File: src/rtl/regfile_wb_pkg.sv
// Shared types and constants for the register-file writeback scheduler.
package regfile_wb_pkg;

    localparam int REG_ADDR_W = 5;
    localparam int XLEN       = 32;
    localparam int NUM_REGS   = 1 << REG_ADDR_W;

    typedef logic [REG_ADDR_W-1:0] reg_addr_t;
    typedef logic [XLEN-1:0]       xlen_t;

    // Hard-wired zero register: writes to it are swallowed.
    localparam reg_addr_t X0 = '0;

    // Which writeback requester owns the write port.
    typedef enum logic {
        GRANT_EX = 1'b0,
        GRANT_LD = 1'b1
    } grant_e;

    // One candidate write for the register file port.
    typedef struct packed {
        reg_addr_t rd;
        xlen_t     data;
    } wb_req_t;

endpackage

File: src/rtl/regfile_wb_sched_if.sv
// Writeback/load/decode signal bundle of regfile_wb_sched.
// Optional forwarding outputs exist only when REGFILE_WB_BYPASS_EN is defined.
interface regfile_wb_sched_if #(
    parameter int MAX_LD = 4
);
    import regfile_wb_pkg::*;

    localparam int CNT_W = $clog2(MAX_LD + 1);

    // Execute-stage writeback
    logic       ex_valid;
    logic       ex_ready;
    reg_addr_t  ex_rd;
    xlen_t      ex_data;

    // Load issue from the memory stage
    logic       ld_issue;
    logic       ld_issue_ready;
    reg_addr_t  ld_issue_rd;

    // Load return
    logic       ld_valid;
    logic       ld_ready;
    reg_addr_t  ld_rd;
    xlen_t      ld_data;

    // Register file write port
    reg_addr_t  Rw;
    xlen_t      busW;
    logic       RegWr;

    // Decode hazard query
    reg_addr_t  Ra;
    reg_addr_t  Rb;
    logic       hazA;
    logic       hazB;

    // Status
    logic [CNT_W-1:0] ld_cnt;
    logic             err;

`ifdef REGFILE_WB_BYPASS_EN
    logic  fwdA_hit;
    logic  fwdB_hit;
    xlen_t fwdA_data;
    xlen_t fwdB_data;

    modport master (
        output ex_valid, ex_rd, ex_data, ld_issue, ld_issue_rd,
               ld_valid, ld_rd, ld_data, Ra, Rb,
        input  ex_ready, ld_issue_ready, ld_ready, Rw, busW, RegWr,
               hazA, hazB, ld_cnt, err,
               fwdA_hit, fwdB_hit, fwdA_data, fwdB_data
    );

    modport slave (
        input  ex_valid, ex_rd, ex_data, ld_issue, ld_issue_rd,
               ld_valid, ld_rd, ld_data, Ra, Rb,
        output ex_ready, ld_issue_ready, ld_ready, Rw, busW, RegWr,
               hazA, hazB, ld_cnt, err,
               fwdA_hit, fwdB_hit, fwdA_data, fwdB_data
    );
`else
    modport master (
        output ex_valid, ex_rd, ex_data, ld_issue, ld_issue_rd,
               ld_valid, ld_rd, ld_data, Ra, Rb,
        input  ex_ready, ld_issue_ready, ld_ready, Rw, busW, RegWr,
               hazA, hazB, ld_cnt, err
    );

    modport slave (
        input  ex_valid, ex_rd, ex_data, ld_issue, ld_issue_rd,
               ld_valid, ld_rd, ld_data, Ra, Rb,
        output ex_ready, ld_issue_ready, ld_ready, Rw, busW, RegWr,
               hazA, hazB, ld_cnt, err
    );
`endif

endinterface

File: src/rtl/regfile_wb_sched_arb.sv
// Two-way round-robin arbiter between the execute and load-return requesters.
// A tie is won by whichever requester did not receive the most recent grant.
module wb_rr_arb
    import regfile_wb_pkg::*;
(
    input  logic clk,
    input  logic rst,
    input  logic req_ex,
    input  logic req_ld,
    output logic gnt_ex,
    output logic gnt_ld
);

    grant_e last_grant_q;
    grant_e last_grant_d;

    // Grant selection and the next value of the fairness pointer.
    always_comb begin
        // NOTE: every output gets a default first so no path leaves it unassigned (no latch).
        gnt_ex       = 1'b0;
        gnt_ld       = 1'b0;
        last_grant_d = last_grant_q;

        if (req_ex && req_ld) begin
            if (last_grant_q == GRANT_LD) begin
                gnt_ex = 1'b1;
            end else begin
                gnt_ld = 1'b1;
            end
        end else begin
            gnt_ex = req_ex;
            gnt_ld = req_ld;
        end

        if (gnt_ex) begin
            last_grant_d = GRANT_EX;
        end else if (gnt_ld) begin
            last_grant_d = GRANT_LD;
        end
    end

    // Fairness pointer register; starting at LD hands the first tie to EX.
    always_ff @(posedge clk) begin
        // NOTE: state registers use non-blocking assignments so all flops update together.
        if (rst) begin
            last_grant_q <= GRANT_LD;
        end else begin
            last_grant_q <= last_grant_d;
        end
    end

endmodule

File: src/rtl/regfile_wb_sched.sv
// Write-port scheduler for the RV32I register file: merges execute and
// load-return writebacks onto one write port, tracks pending loads for
// decode hazards and WAW ordering.
// Optional same-cycle forwarding: define REGFILE_WB_BYPASS_EN.
module regfile_wb_sched
    import regfile_wb_pkg::*;
#(
    parameter int MAX_LD = 4
) (
    input logic              clk,
    input logic              rst,
    regfile_wb_sched_if.slave bus
);

    localparam int               CNT_W   = $clog2(MAX_LD + 1);
    localparam logic [CNT_W-1:0] MAX_CNT = CNT_W'(MAX_LD);
    localparam logic [CNT_W-1:0] ONE     = CNT_W'(1);

    logic [NUM_REGS-1:0] pend_q;
    logic [NUM_REGS-1:0] pend_d;
    logic [CNT_W-1:0]    ld_cnt_q;
    logic [CNT_W-1:0]    ld_cnt_d;
    logic                err_q;

    logic    ex_waw;
    logic    req_ex;
    logic    req_ld;
    logic    gnt_ex;
    logic    gnt_ld;
    logic    ld_bad;
    logic    commit_ok;
    logic    commit_err;
    logic    issue_room;
    logic    issue_block;
    logic    issue_rdy;
    logic    issue_fire;
    wb_req_t wr;
    logic    wr_en;

    // EX must wait behind an outstanding load to the same register.
    assign ex_waw = pend_q[bus.ex_rd] && (bus.ex_rd != X0);
    assign req_ex = !rst && bus.ex_valid && !ex_waw;
    assign req_ld = !rst && bus.ld_valid;

    wb_rr_arb u_arb (
        .clk    (clk),
        .rst    (rst),
        .req_ex (req_ex),
        .req_ld (req_ld),
        .gnt_ex (gnt_ex),
        .gnt_ld (gnt_ld)
    );

    // A returning load is bogus if nothing is outstanding or its register
    // was never marked pending; it still completes its handshake.
    assign ld_bad     = (ld_cnt_q == '0) || ((bus.ld_rd != X0) && !pend_q[bus.ld_rd]);
    assign commit_ok  = gnt_ld && !ld_bad;
    assign commit_err = gnt_ld && ld_bad;

    // A good commit this cycle frees a slot, so a full counter can still
    // accept an issue in the same cycle.
    assign issue_room  = (ld_cnt_q < MAX_CNT) || commit_ok;
    assign issue_block = pend_q[bus.ld_issue_rd] && (bus.ld_issue_rd != X0);
    assign issue_rdy   = !rst && issue_room && !issue_block;
    assign issue_fire  = bus.ld_issue && issue_rdy;

    // Write-port mux driven straight from the grant.
    always_comb begin
        wr    = '0;
        wr_en = 1'b0;
        if (gnt_ex) begin
            wr.rd   = bus.ex_rd;
            wr.data = bus.ex_data;
            wr_en   = (bus.ex_rd != X0);
        end else if (gnt_ld) begin
            wr.rd   = bus.ld_rd;
            wr.data = bus.ld_data;
            wr_en   = (bus.ld_rd != X0) && !ld_bad;
        end
    end

    // Next scoreboard and outstanding-load count.
    always_comb begin
        pend_d   = pend_q;
        ld_cnt_d = ld_cnt_q;
        if (commit_ok) begin
            pend_d[bus.ld_rd] = 1'b0;
        end
        if (issue_fire) begin
            pend_d[bus.ld_issue_rd] = 1'b1;
        end
        pend_d[X0] = 1'b0;

        case ({issue_fire, commit_ok})
            2'b10:   ld_cnt_d = ld_cnt_q + ONE;
            2'b01:   ld_cnt_d = ld_cnt_q - ONE;
            default: ld_cnt_d = ld_cnt_q;
        endcase
    end

    // Scoreboard, counter and sticky error registers.
    always_ff @(posedge clk) begin
        // NOTE: the scoreboard is control state, not a data array, so it must be reset; a stale bit would stall decode forever.
        if (rst) begin
            pend_q   <= '0;
            ld_cnt_q <= '0;
            err_q    <= 1'b0;
        end else begin
            pend_q   <= pend_d;
            ld_cnt_q <= ld_cnt_d;
            if (commit_err) begin
                err_q <= 1'b1;
            end
        end
    end

    assign bus.ex_ready       = gnt_ex;
    assign bus.ld_ready       = gnt_ld;
    assign bus.ld_issue_ready = issue_rdy;
    assign bus.Rw             = wr.rd;
    assign bus.busW           = wr.data;
    assign bus.RegWr          = wr_en;
    assign bus.ld_cnt         = ld_cnt_q;
    assign bus.err            = err_q;

`ifdef REGFILE_WB_BYPASS_EN
    logic fwd_a;
    logic fwd_b;

    // A write landing this cycle satisfies the read, so the hazard drops.
    assign fwd_a         = wr_en && (wr.rd == bus.Ra);
    assign fwd_b         = wr_en && (wr.rd == bus.Rb);
    assign bus.fwdA_hit  = fwd_a;
    assign bus.fwdB_hit  = fwd_b;
    assign bus.fwdA_data = wr.data;
    assign bus.fwdB_data = wr.data;
    assign bus.hazA      = pend_q[bus.Ra] && !fwd_a;
    assign bus.hazB      = pend_q[bus.Rb] && !fwd_b;
`else
    assign bus.hazA = pend_q[bus.Ra];
    assign bus.hazB = pend_q[bus.Rb];
`endif

endmodule

File: src/flat_wrapper.sv
// flat-port wrapper written by rule: the top's interface ports become plain ports
module regfile_wb_sched_flat import regfile_wb_pkg::*;
#(
    parameter int MAX_LD = 4
)
  (clk, rst, bus_ex_valid, bus_ex_rd, bus_ex_data, bus_ld_issue, bus_ld_issue_rd, bus_ld_valid, bus_ld_rd, bus_ld_data, bus_Ra, bus_Rb, bus_ex_ready, bus_ld_issue_ready, bus_ld_ready, bus_Rw, bus_busW, bus_RegWr, bus_hazA, bus_hazB, bus_ld_cnt, bus_err);
  regfile_wb_sched_if #(.MAX_LD(MAX_LD)) bus_i ();
  input logic clk;
  input logic rst;
  input wire logic [$bits(bus_i.ex_valid)-1:0] bus_ex_valid;
  input wire logic [$bits(bus_i.ex_rd)-1:0] bus_ex_rd;
  input wire logic [$bits(bus_i.ex_data)-1:0] bus_ex_data;
  input wire logic [$bits(bus_i.ld_issue)-1:0] bus_ld_issue;
  input wire logic [$bits(bus_i.ld_issue_rd)-1:0] bus_ld_issue_rd;
  input wire logic [$bits(bus_i.ld_valid)-1:0] bus_ld_valid;
  input wire logic [$bits(bus_i.ld_rd)-1:0] bus_ld_rd;
  input wire logic [$bits(bus_i.ld_data)-1:0] bus_ld_data;
  input wire logic [$bits(bus_i.Ra)-1:0] bus_Ra;
  input wire logic [$bits(bus_i.Rb)-1:0] bus_Rb;
  output wire logic [$bits(bus_i.ex_ready)-1:0] bus_ex_ready;
  output wire logic [$bits(bus_i.ld_issue_ready)-1:0] bus_ld_issue_ready;
  output wire logic [$bits(bus_i.ld_ready)-1:0] bus_ld_ready;
  output wire logic [$bits(bus_i.Rw)-1:0] bus_Rw;
  output wire logic [$bits(bus_i.busW)-1:0] bus_busW;
  output wire logic [$bits(bus_i.RegWr)-1:0] bus_RegWr;
  output wire logic [$bits(bus_i.hazA)-1:0] bus_hazA;
  output wire logic [$bits(bus_i.hazB)-1:0] bus_hazB;
  output wire logic [$bits(bus_i.ld_cnt)-1:0] bus_ld_cnt;
  output wire logic [$bits(bus_i.err)-1:0] bus_err;
  assign bus_i.ex_valid = bus_ex_valid;
  assign bus_i.ex_rd = bus_ex_rd;
  assign bus_i.ex_data = bus_ex_data;
  assign bus_i.ld_issue = bus_ld_issue;
  assign bus_i.ld_issue_rd = bus_ld_issue_rd;
  assign bus_i.ld_valid = bus_ld_valid;
  assign bus_i.ld_rd = bus_ld_rd;
  assign bus_i.ld_data = bus_ld_data;
  assign bus_i.Ra = bus_Ra;
  assign bus_i.Rb = bus_Rb;
  assign bus_ex_ready = bus_i.ex_ready;
  assign bus_ld_issue_ready = bus_i.ld_issue_ready;
  assign bus_ld_ready = bus_i.ld_ready;
  assign bus_Rw = bus_i.Rw;
  assign bus_busW = bus_i.busW;
  assign bus_RegWr = bus_i.RegWr;
  assign bus_hazA = bus_i.hazA;
  assign bus_hazB = bus_i.hazB;
  assign bus_ld_cnt = bus_i.ld_cnt;
  assign bus_err = bus_i.err;
  regfile_wb_sched #(.MAX_LD(MAX_LD)) u_core (.clk(clk), .rst(rst), .bus(bus_i));
endmodule
File: config.mk
export PLATFORM = sky130hd
export DESIGN_NAME = regfile_wb_sched_flat
export DESIGN_NICKNAME = d
export VERILOG_FILES = /design/src/rtl/regfile_wb_pkg.sv /design/src/rtl/regfile_wb_sched_if.sv /design/src/rtl/regfile_wb_sched_arb.sv /design/src/rtl/regfile_wb_sched.sv /design/src/flat_wrapper.sv
export SDC_FILE = /design/constraint.sdc
export NUM_CORES = 1
export LEC_CHECK = 0
export CORE_MARGIN = 3
export CORE_UTILIZATION = 48
export CTS_CLUSTER_DIAMETER = 50
export DETAILED_ROUTE_END_ITERATION = 12
export HOLD_SLACK_MARGIN = 0.03
export PLACE_DENSITY = 0.95
export SLEW_MARGIN = 20
export SYNTH_ARGS = -nofsm -noshare
export SYNTH_HDL_FRONTEND = slang
export SYNTH_SLANG_ARGS = --single-unit
export TNS_END_PERCENT = 100
File: constraint.sdc
create_clock -name clk -period 6.9 [get_ports clk]
set_clock_uncertainty 0.2 [all_clocks]
set_input_delay 1.38 -clock clk [delete_from_list [all_inputs] [get_ports clk]]
set_output_delay 1.38 -clock clk [all_outputs]
set_load 0.02 [all_outputs]
== Yosys cells after proc, flatten, opt, wreduce, memory -nomap -nowiden ==
Index checks and enable logic that the tools add are counted.

* Register bits after elaboration: 37
* Input port bits: 94
* Logic and storage cells: 75

* Add/sub/neg operators: 2
* Order comparisons: 8
* Equal/unequal tests: 2
* Muxes and demuxes: 27
* Bitwise gates (word level): 3
* Reduce and logical (&&, ||, !) cells: 28

{| class="wikitable"
|+ Operators with widths
! cell !! count
|-
| $mux W37 || 2
|-
| $mux W32 || 2
|-
| $and A32 B32 Y32 || 1
|-
| $not A32 Y32 || 1
|-
| $or A32 B32 Y32 || 1
|-
| $lt A5 B6 Y1 const B || 5
|-
| $bmux W1 S5 || 5
|-
| $logic_and A1 B1 Y1 || 15
|-
| $mux W1 || 15
|-
| $reduce_bool A5 Y1 || 3
|-
| $demux W1 S5 || 2
|-
| $ge A5 B1 Y1 const B || 2
|-
| $pmux W3 S2 || 1
|-
| $logic_not A1 Y1 || 5
|-
| $reduce_bool A2 Y1 || 2
|-
| $add A3 B1 Y3 const B || 1
|-
| $logic_not A3 Y1 || 1
|-
| $lt A3 B3 Y1 const B || 1
|-
| $sub A3 B1 Y3 const B || 1
|-
| $eq A2 B1 Y1 const B || 1
|-
| $eq A2 B2 Y1 const B || 1
|-
| $logic_or A1 B1 Y1 || 2
|}

== Longest topological paths before layout ==
* Depth after elaboration: 14
* Depth in mapped cells: 16
* Depth with buffers taken out: 15

== Hierarchy ==
Synthesis repeated with hierarchy kept, for this count alone.

* Cell total of the unflattened synthesis: 362
* Area, all modules: 3445.8 um2

{| class="wikitable"
|+ By module, submodules not included
! module !! times used !! cells each !! area each (um2) !! seq. area each (um2)
|-
| regfile_wb_sched || 1 || 356 || 3393.3 || 700.7
|-
| wb_rr_arb || 1 || 6 || 52.6 || 20.0
|}

== Worst setup path after synthesis ==
No wires, ideal clock.

* Path kind: input-to-output
* From: input bus_ex_rd[1]
* To: output bus_Rw[0]
* Arrival: 3354 ps
* Required time: 5320 ps
* Path slack: 1966 ps
* Stages: 10
* Buffers on the path: 3
* Path through: clkbuf_1 -> mux4_2 -> a22o_1 -> a311oi_2 -> a21oi_2 -> nand2_4 -> inv_4 -> buf_6 -> buf_6 -> a22o_1

* Word-level cells in the longest chain between the ends: 9
* Elaborated cells on any way between the ends: 11

{| class="wikitable"
|+ RTL lines
! element !! line !! source
|-
| from (decl) || flat_wrapper.sv:11 || <nowiki>input wire logic [$bits(bus_i.ex_rd)-1:0] bus_ex_rd;</nowiki>
|-
| $bmux W1 S5 || regfile_wb_sched.sv:41 || <nowiki>assign ex_waw = pend_q[bus.ex_rd] && (bus.ex_rd != X0);</nowiki>
|-
| $mux W1 (implied by the code) || regfile_wb_sched.sv:41 ||
|-
| $logic_and A1 B1 Y1 (*) || regfile_wb_sched.sv:41 ||
|-
| $logic_not A1 Y1 (*) || regfile_wb_sched.sv:42 || <nowiki>assign req_ex = !rst && bus.ex_valid && !ex_waw;</nowiki>
|-
| $logic_and A1 B1 Y1 (*) || regfile_wb_sched.sv:42 ||
|-
| $logic_and A1 B1 Y1 (*) || regfile_wb_sched_arb.sv:24 || <nowiki>if (req_ex && req_ld) begin</nowiki>
|-
| $mux W1 (*) || regfile_wb_sched_arb.sv:24 ||
|-
| named net bus_ld_ready || flat_wrapper.sv:22 || <nowiki>output wire logic [$bits(bus_i.ld_ready)-1:0] bus_ld_ready;</nowiki>
|-
| $mux W37 (*) || regfile_wb_sched.sv:75 || <nowiki>end else if (gnt_ld) begin</nowiki>
|-
| $mux W37 (*) || regfile_wb_sched.sv:71 || <nowiki>if (gnt_ex) begin</nowiki>
|-
| to (decl) || flat_wrapper.sv:23 || <nowiki>output wire logic [$bits(bus_i.Rw)-1:0] bus_Rw;</nowiki>
|}

The timed path passes the listed nets; every way through them passes the cells marked *. The select of a mux whose other input is x is not followed.

== Worst setup path after layout ==
* From: input bus_ld_rd[0]
* To: output bus_RegWr

* Word-level cells in the longest chain between the ends: 9
* Elaborated cells on any way between the ends: 10

{| class="wikitable"
|+ RTL lines
! element !! line !! source
|-
| from (decl) || flat_wrapper.sv:16 || <nowiki>input wire logic [$bits(bus_i.ld_rd)-1:0] bus_ld_rd;</nowiki>
|-
| $bmux W1 S5 || regfile_wb_sched.sv:56 || <nowiki>assign ld_bad = (ld_cnt_q == '0) || ((bus.ld_rd != X0) && !pend_q[bus.ld_rd]);</nowiki>
|-
| $mux W1 (implied by the code) || regfile_wb_sched.sv:56 ||
|-
| $logic_not A1 Y1 || regfile_wb_sched.sv:56 ||
|-
| $logic_and A1 B1 Y1 || regfile_wb_sched.sv:56 ||
|-
| $logic_or A1 B1 Y1 || regfile_wb_sched.sv:56 ||
|-
| $logic_not A1 Y1 || regfile_wb_sched.sv:78 || <nowiki>wr_en = (bus.ld_rd != X0) && !ld_bad;</nowiki>
|-
| $logic_and A1 B1 Y1 (*) || regfile_wb_sched.sv:78 ||
|-
| $mux W1 (*) || regfile_wb_sched.sv:75 ||
|-
| $mux W1 (*) || regfile_wb_sched.sv:71 ||
|-
| to (decl) || flat_wrapper.sv:25 || <nowiki>output wire logic [$bits(bus_i.RegWr)-1:0] bus_RegWr;</nowiki>
|}

Every way passes the cells marked *; elsewhere a longest branch is shown, timed or not. The select of a mux whose other input is x is not followed.

==> results.md <==
* Part of the total power dissipated in the clock network at 0.299
* Cell Area, Synth at 3590 sq um
* Commonest non-fill, non-tap cells in the layout: sky130_fd_sc_hd__clkdlybuf4s50_1 (140), sky130_fd_sc_hd__o21ai_0 (46), sky130_fd_sc_hd__nor2b_1 (42), sky130_fd_sc_hd__a22o_1 (36), sky130_fd_sc_hd__dfxtp_1 (36)
* Largest net degree at the start of global routing at 43
* Quantity of I/O buffers inserted on ports at 140
* Highest ir drop seen on vdd at 0.156 mV
* Minimum clock period at 6.46 ns
* Placed Area at 4980 sq um
* Mux share of post-synthesis cell area at 0.262
* Part of the Yosys area used for sequential elements at 0.201
* Later-pin clock latency in the skew report at 0.29 ns
* Maximum frequency from static timing analysis at 155 MHz
* Launching element of the worst setup path: bus_ld_rd[0]
* Worst slew slack as a fraction of its limit at 0.537
* Critical path launch point type: input port
* Combinational family with the most area after synthesis: multiplexers
* H-tree levels at 2
* Core outline area at 7020 sq um
* Starting utilization of the core area at 0.511
* Horizontal extent of the die at 92.5 microns
* Final cell area excluding filler cells at 5090 sq um
* Data arrival time of the critical path at 4.88 ns
* Wire length of the first global-routing pass at 20800 microns
* DP Worst Slack at 0.533 ns
* Number of synthesized register bits at 36
* Total length of routed wires at 13000 microns
* Net count reported at finish at 608
* Count of unresolved DRC violations after routing at 0
* Most common library cell in the layout ignoring fill and taps: sky130_fd_sc_hd__clkdlybuf4s50_1
* Post-route fraction of the period consumed by the critical path at 0.937
* Global placer's final weighted congestion at 0.973
* Die Outline Area at 8550 sq um
* Remaining antenna violation count after routing at 0
* Finished Core Util at 0.725
* R2R Path Start: u_core.pend_q[31]$_SDFF_PP0_
* Type of the worst setup path: in2out
* # fillers at 476
* Area used by multi-input combinational logic at 2670 sq um
* Async set-reset flop share out of synthesis at 0
* Power, Total at 0.622 mW
* Clock tree buffer depth at 2
* Router iterations before antenna repair at 6
* Worst reg-to-reg path cell count at 15
* Sequential Area at 721 sq um
* Power per cell area at 122 nW/um^2
* Slew at the pin closest to its max-slew limit at 0.692 ns
* Cell leakage power at 1.82 nW
* Initial antenna violation count at 0
* Adder-cell share of the synthesized area at 0.00907
* Synthesized Nets at 487
* Area added between synthesis and finish at 41.9%
* Vias in the first global route at 4009
* Area fraction in compound gates after synthesis at 0.255
* Inst Count DP at 601
* Primary FF master, synth: sky130_fd_sc_hd__dfxtp_1
* Number of standard-cell rows in the floorplan at 30
* Kind of end point of the critical path: primary output
* Internal power summed over all cells at 0.433 mW
* Reg-to-reg endpoint: u_core.bus.ld_cnt[2]$_SDFFE_PP0P_
* Worst hold slack across all endpoints at 0.284 ns
* Critical Path RT at 5.32 ns
* Number of distinct standard cells referenced by the synthesized netlist at 57
* Switching component of the power at 0.189 mW
* Routed wire length per instance at 21.4 microns
* Share of total power in combinational logic at 0.356
* Sequential group share of total power at 0.345
* Total global-route track usage at 0.303
* Gate count of the mapped netlist at 391
* Run status: finished clean
* Via-per-instance ratio at 6.55
* Initial detailed-routing violation count at 575
* Number of buffers inserted during clock tree synthesis at 5
* Number of flops mapped to enable cells by yosys at 0
* Final Hold Viols at 0
* Post-Synth Simple-Gate Area at 0.212
* Worst reg2reg setup slack at 3.08 ns
* Global route overflow at 0
* Number of inserted diodes at 0
* Fin. max-slew vios at 0
* Class of the worst hold path: reg2reg
* Critical path destination: bus_RegWr
* Switching part of the total at 0.304
* Number of sinks on the clock net at 36
* Unrepaired setup endpoints after global routing: false
* Root buffer cell: sky130_fd_sc_hd__clkbuf_8
* Count of maximum capacitance violations at 0
* Die Span Y at 92.5 microns
* Total number of vias at 3986
* Final std cells w/o fill at 609
* Hold buffer count at CTS at 0
* XOR/XNOR Fraction of Synth Area at 0.00488
* Dpl hpwl at 9890 microns
* Layout cell share with drive strength beyond 1 at 0.131
* Quantity of gates resized following cts at 0
* Yosys warnings at 0
* Fin Setup TNS at 0 ns
* Clock transition time at the flip-flop clock pins of the worst setup and hold paths at 0.08 ns
* Number of setup violations in the final report at 0
* Setup Fix Bufs, Post-CTS at 0
* Min setup slack post-route at 0.435 ns
* Clock tree from TritonCTS: done
* Maximum fanout count along the critical path at 12
* Mean instance size in the synthesized netlist at 9.17 sq um
* Number of ports placed on the die boundary at 141
[worst max-delay path, cell delays in order]
cell	delay, ns
sky130_fd_sc_hd__clkdlybuf4s50_1	0.82
sky130_fd_sc_hd__buf_4	0.31
sky130_fd_sc_hd__mux2i_1	0.09
sky130_fd_sc_hd__o32ai_1	0.30
sky130_fd_sc_hd__nor4_1	0.12
sky130_fd_sc_hd__o221ai_2	0.45
sky130_fd_sc_hd__nand2_1	0.21
sky130_fd_sc_hd__o31ai_1	0.48
sky130_fd_sc_hd__clkdlybuf4s50_1	0.71
[cell usage after synthesis, types with 7 or more instances]
cell type,n,area share
sky130_fd_sc_hd__nor2b_1,42,0.073
sky130_fd_sc_hd__clkbuf_1,17,0.018
sky130_fd_sc_hd__nand2_1,22,0.023
sky130_fd_sc_hd__buf_2,7,0.0098
sky130_fd_sc_hd__mux4_2,31,0.19
sky130_fd_sc_hd__nand3_1,8,0.011
sky130_fd_sc_hd__inv_1,8,0.0084
sky130_fd_sc_hd__or3_1,7,0.012
sky130_fd_sc_hd__nor2_1,16,0.017
sky130_fd_sc_hd__dfxtp_1,36,0.20
sky130_fd_sc_hd__mux2i_1,15,0.042
sky130_fd_sc_hd__a22o_1,36,0.088
sky130_fd_sc_hd__o21ai_0,46,0.064
sky130_fd_sc_hd__o21ai_1,25,0.035
sky130_fd_sc_hd__mux2_2,7,0.022
[cells by family (layout without fill, tap and decap cells)]
family,Yosys count,count (layout)
compound gates,135,135
simple gates,122,122
mux,54,54
buf+inv,40,162
flops,36,36
fa+ha+maj,2,2
xor+xnor,2,2
[how the worst min path moves through the flow]
stage / start / end / slack (ns) / cells after the start
finish: u_core.bus.err$_SDFFE_PP0P_ / u_core.bus.err$_SDFFE_PP0P_ / 0.28 / 2
global route: u_core.bus.err$_SDFFE_PP0P_ / u_core.bus.err$_SDFFE_PP0P_ / 0.35 / 2
CTS: u_core.bus.err$_SDFFE_PP0P_ / u_core.bus.err$_SDFFE_PP0P_ / 0.29 / 2
detailed placement: u_core.bus.err$_SDFFE_PP0P_ / u_core.bus.err$_SDFFE_PP0P_ / 0.26 / 2
global placement: u_core.bus.err$_SDFFE_PP0P_ / u_core.bus.err$_SDFFE_PP0P_ / 0.26 / 2
floorplan: u_core.pend_q[5]$_SDFF_PP0_ / u_core.pend_q[5]$_SDFF_PP0_ / 0.30 / 2
[power groups by stage]
stage	combinational [mW]	sequential [mW]	clock (mW)
finish	0.221	0.215	0.186
global route	0.235	0.215	0.193
CTS	0.220	0.214	0.183
detailed placement	0.219	0.219	0
global placement	0.214	0.219	0
floorplan	0.110	0.220	0
[state kept, by name, indices dropped and copies added, names as in the netlist]
signal and count:
u_core.bus.err 1, u_core.bus.ld_cnt 3, u_core.pend_q 31, u_core.u_arb.last_grant_q 1
[layer usage]
| layer | track usage | part of all wire | up-vias |
|---|---|---|---|
| met5 | 0 | 0 | - |
| met4 | 0.126 | 0.037 | 0 |
| met3 | 0.0609 | 0.11 | 67 |
| met2 | 0.511 | 0.50 | 309 |
| met1 | 0.378 | 0.35 | 1854 |
| li1 | - | - | 1756 |
[area by class of cell]
type,count,share of cell area
multi-input combinational,315,0.524
timing repair buffer,145,0.283
sequential,36,0.142
tap,96,0.0236
clock buffer,6,0.0143
inverter,9,0.00713
clock inverter,2,0.00688
Note: power is estimated with default switching activity, not from simulation.
